File: src/rtl/im_loader.sv
// Serial instruction-memory loader: 16-bit word-count header, then big-endian 32-bit words
// written at BASE+4k. Define IM_LOADER_CHECKSUM_EN for a trailing modulo-256 checksum byte.
module im_loader #(
  parameter int          SIZE = 4096,
  parameter logic [31:0] BASE = 32'h3000
) (
  input  logic        clk,
  input  logic        reset,
  input  logic        start,
  input  logic        byte_valid,
  input  logic [7:0]  byte_data,
  output logic        byte_ready,
  output logic        we,
  output logic [31:0] waddr,
  output logic [31:0] wdata,
  output logic        busy,
  output logic        done,
  output logic        error
);

  typedef enum logic [2:0] {
    IDLE   = 3'd0,
    HDR_HI = 3'd1,
    HDR_LO = 3'd2,
    DATA   = 3'd3,
    DONE   = 3'd4,
    ERR    = 3'd5
`ifdef IM_LOADER_CHECKSUM_EN
    , CSUM = 3'd6
`endif
  } state_t;

  state_t      r_state;
  logic [15:0] r_n;
  logic [15:0] r_widx;
  logic [1:0]  r_bcnt;
  logic [23:0] r_asm;
  logic        r_we;
  logic [31:0] r_waddr;
  logic [31:0] r_wdata;
  logic        r_done;
  logic        r_error;
`ifdef IM_LOADER_CHECKSUM_EN
  logic [7:0]  r_sum;
`endif

  logic        w_xfer;
  logic [15:0] w_n;
  logic        w_bad_n;
  logic        w_last;

`ifdef IM_LOADER_CHECKSUM_EN
  assign byte_ready = (r_state == HDR_HI) || (r_state == HDR_LO) ||
                      (r_state == DATA)   || (r_state == CSUM);
`else
  assign byte_ready = (r_state == HDR_HI) || (r_state == HDR_LO) || (r_state == DATA);
`endif
  // busy stretches over the write cycle that follows the final data byte
  assign busy    = byte_ready | r_we;
  assign w_xfer  = byte_valid & byte_ready;
  assign w_n     = {r_n[15:8], byte_data};
  assign w_bad_n = (w_n == 16'd0) || ({16'd0, w_n} > 32'(SIZE));
  assign w_last  = (r_widx == r_n - 16'd1);

  assign we    = r_we;
  assign waddr = r_waddr;
  assign wdata = r_wdata;
  assign done  = r_done;
  assign error = r_error;

  always_ff @(posedge clk) begin
    if (!reset) begin
      r_state <= IDLE;
      r_n     <= '0;
      r_widx  <= '0;
      r_bcnt  <= '0;
      r_asm   <= '0;
      r_we    <= 1'b0;
      r_waddr <= '0;
      r_wdata <= '0;
      r_done  <= 1'b0;
      r_error <= 1'b0;
`ifdef IM_LOADER_CHECKSUM_EN
      r_sum   <= '0;
`endif
    end else begin
      r_we <= 1'b0;
      case (r_state)
        IDLE, DONE, ERR: begin
`ifdef IM_LOADER_CHECKSUM_EN
`else
          // no checksum: done rises the cycle after the final write strobe
          if (r_state == DONE && r_we) r_done <= 1'b1;
`endif
          if (start && !busy) begin
            r_state <= HDR_HI;
            r_done  <= 1'b0;
            r_error <= 1'b0;
            r_widx  <= '0;
            r_bcnt  <= '0;
`ifdef IM_LOADER_CHECKSUM_EN
            r_sum   <= '0;
`endif
          end
        end
        HDR_HI: if (w_xfer) begin
          r_n[15:8] <= byte_data;
          r_state   <= HDR_LO;
        end
        HDR_LO: if (w_xfer) begin
          r_n <= w_n;
          if (w_bad_n) begin
            r_state <= ERR;
            r_error <= 1'b1;
          end else begin
            r_state <= DATA;
          end
        end
        DATA: if (w_xfer) begin
          r_bcnt <= r_bcnt + 2'd1;
`ifdef IM_LOADER_CHECKSUM_EN
          r_sum  <= r_sum + byte_data;
`endif
          if (r_bcnt == 2'd3) begin
            r_we    <= 1'b1;
            r_wdata <= {r_asm, byte_data};
            r_waddr <= BASE + {14'd0, r_widx, 2'b00};
            r_widx  <= r_widx + 16'd1;
            if (w_last) begin
`ifdef IM_LOADER_CHECKSUM_EN
              r_state <= CSUM;
`else
              r_state <= DONE;
`endif
            end
          end else begin
            r_asm <= {r_asm[15:0], byte_data};
          end
        end
`ifdef IM_LOADER_CHECKSUM_EN
        CSUM: if (w_xfer) begin
          if (byte_data == r_sum) begin
            r_state <= DONE;
            r_done  <= 1'b1;
          end else begin
            r_state <= ERR;
            r_error <= 1'b1;
          end
        end
`endif
        default: r_state <= IDLE;
      endcase
    end
  end

endmodule

File: config.mk
export PLATFORM = sky130hd
export DESIGN_NAME = im_loader
export DESIGN_NICKNAME = d
export VERILOG_FILES = /design/src/rtl/im_loader.sv
export SDC_FILE = /design/constraint.sdc
export NUM_CORES = 1
export LEC_CHECK = 0
export CORE_ASPECT_RATIO = 2
export CORE_UTILIZATION = 40
export DETAILED_ROUTE_END_ITERATION = 12
export PLACE_DENSITY = 0.73
export SLEW_MARGIN = 25
export SYNTH_ARGS = -nofsm -noshare
export SYNTH_HDL_FRONTEND = slang
export SYNTH_SLANG_ARGS = --single-unit
export TNS_END_PERCENT = 30
File: constraint.sdc
create_clock -name clk -period 5.52 [get_ports clk]
set_input_delay 1.104 -clock clk [delete_from_list [all_inputs] [get_ports clk]]
set_output_delay 1.104 -clock clk [all_outputs]
set_load 0.02 [all_outputs]
==> metrics.yaml <==
clocking:
  clock-sinks: 113
  clk_path_buf_depth: 2
  clk_pin_slew_ns: 0.05
  hold_buffers: 0
  cts_root_buf: "clkbuf_16"
  tritoncts: "yes"
  htreeDepth: 4
  post_cts_resized: 0
  clkLatencyLatePin_ns: 0.41
  cts_buffers: 17
  post-cts-setup-buffer-count: 0
worst_setup_path:
  crit_path_start: "start"
  critPathArrivalTime_ns: 3.50
  start_kind: "primary input"
  ff2ff_path_depth: 7
  path_max_fanout: 6
  r2r_start: "r_n[3]"
  end_kind: "register"
  endpoint: "r_widx[14]"
  crit_type: "primary input to register"
  crit_chain: "clkdlybuf4s50_1 > nor3b_1 > a22oi_1 > nor4_1 > nand2_1 > or3_1 > a21oi_1"
  critPathMaxStageDelay_ns: 0.49
  rr_endpoint: "r_state[2]"
  reg2reg_slack_ns: 2.87
  required_ns: 5.84
  slowest_stage: "nor4_1"
pwr:
  p_per_area_nw_per_um2: 362.1
  p_leak_nw: 2.253
  ir_drop_uv: 236.5
timing:
  fin_setup_tns_ns: 0
  slew_viol_final: 0
  max_slew_margin_pct: 44.47
  fin_crit_ns: 3.171
  fin_skew_ns: 0.006496
  worst_pin_slew_ns: 0.8310
  whs_ns: 0.4646
  grt_setup_unrepaired: "false"
  setup_viol: 0
  fmax_mhz: 315.4
  layout_worst_path_cycle_share_pct: 57.45
  finalHoldViolations: 0
route:
  wire_per_inst_um: 14.74
  num_vias: 4517
  drtIter0Drc: 168
  ant_nets: 0
  drc: 0
  first_pass_iters: 5
  wirelength_um: 12620
  routed_via_density: 5.277
logic_synthesis:
  synth_most_common_cell: "nand2_1"
  ys_seq_area_share_pct: 43.32
  synth_cells: 649
  yosys_register_bits: 113
  synth_area_leaders: "dfxtp_1 (43%), nand2_1 (14%), a21boi_0 (12%)"
  yosysUniqueCellTypes: 43
  ys_warn_count: 0
  ys_top_cells_by_count: "nand2_1 (192), dfxtp_1 (113), a21boi_0 (83), clkbuf_1 (40), nor2_1 (30)"
  synth_edf_count: 0
  synth_top_area_share_pct: 43.32
  synth_flop_cell: "dfxtp_1"
  async_flop_share_pct: 0
  synth_area_um2: 5223
  post_synth.cell_area_avg_um2: 8.047
  yosysTopAreaCell: "dfxtp_1"
run_status:
  status: "finished, final reports clean"
global_route:
  antenna_found_initial: 0
  grt_start_max_net_pins: 100
  first_global_vias: 4473
  overflow: 0
  grt_pass1_wl_um: 20670
  grt.total_usage_pct: 20.33
finish:
  num-nets-final: 710
  nFillCells: 1170
  drive_above_1_share_pct: 6.657
  n_antenna_cell: 0
  area_growth_pct: 23.43
placed_design:
  port_buffers: 65
  dp_hpwl_um: 8786
  gp_congestion: 0.8829
floorplanning:
  die_width_um: 82.80
  std_cell_rows: 58
  die_h_um: 163.6
  design.core.area_um2: 12630
  boundaryPins: 81
  start_util_pct: 41.36
  design.die.area_um2: 13540
run:
  cap_violations: 0
worst_hold_path:
  hp-class: "register to register"
worst max-delay path, delay by kind of cell:
kind | cells | cell delay [ns]
AOI/OAI and AO/OA | 2 | 0.47
buffers and inverters | 1 | 0.47
and+or+nand+nor | 4 | 1.44
worst min path at each step:
stage	depth (start not counted)	endpoint	slack, ns	from
floorplan	2	wdata[24]	0.44	r_asm[16]
global placement	2	wdata[1]	0.45	wdata[1]
detailed placement	2	waddr[7]	0.46	waddr[7]
CTS	2	waddr[7]	0.47	waddr[7]
global route	2	waddr[11]	0.49	waddr[11]
finish	2	waddr[11]	0.46	waddr[11]
placed cells by master, fill, tap and decap left out, types with 11 or more instances in the layout:
cell             netlist  final
nand3_1               13     13
a21boi_0              83     83
nor2_1                30     29
nand2_1              192    192
clkdlybuf4s50_1        0     64
o21ai_0               15     15
xnor2_1               23     23
xor2_1                15     15
a21oi_1               11     11
dfxtp_1              113    113
nor4_1                11     11
clkbuf_16              0     17
conb_1                 1     15
kinds of logic after synthesis:
family	after synthesis	share of synthesized area, %
other cells	1	0.07180
buf+inv	68	6.301
compound gates	126	17.01
fa+ha+maj	5	1.198
flops	113	43.32
xor+xnor	39	6.804
mux	1	0.1917
simple gates	296	25.11
flip-flops by register name (all words and copies together), names as in the netlist:
| signal | cells |
|---|---|
| done | 1 |
| error | 1 |
| r_asm | 24 |
| r_bcnt | 2 |
| r_n | 16 |
| r_state | 3 |
| r_widx | 16 |
| waddr | 17 |
| wdata | 32 |
| we | 1 |
per-stage QoR:
stage	total power [mW]	instance area (um^2)	util [%]	setup WS (ns)	cells
after global placement	1.256	5858	46.39	2.015	824
final	2.334	6446	51.05	2.349	856
after detailed placement	1.269	5858	46.39	1.968	824
after global routing	2.427	6446	51.05	2.227	856
after floorplan	1.190	5275	-	2.706	663
after CTS	2.345	6446	51.05	2.397	856
layout make-up:
type | count | area, um^2 | area share, %
Clock buffer | 19 | 452.9 | 7.026
Clock inverter | 13 | 135.1 | 2.096
Inverter | 9 | 33.78 | 0.5241
Multi-Input combinational cell | 482 | 2691 | 41.75
Sequential cell | 113 | 2262 | 35.09
Tap cell | 150 | 187.7 | 2.911
Timing Repair Buffer | 70 | 683.2 | 10.60
where the power goes:
| group | internal [mW] | switching [mW] | total, mW |
|---|---|---|---|
| clock | 0.686 | 0.392 | 1.08 |
| combinational | 0.154 | 0.218 | 0.372 |
| sequential | 0.841 | 0.0426 | 0.884 |
| total | 1.68 | 0.653 | 2.33 |
per-layer routing:
metal,part of all wire (%),wire length (um),track usage (%),vias to the layer above
met5,0,0,0,-
met4,4.4,550,13.32,0
met3,3.9,493,5.196,43
met2,55,6912,36.33,135
met1,37,4661,19.62,2131
li1,-,-,-,2208
Note: power is estimated with default switching activity, not from simulation.
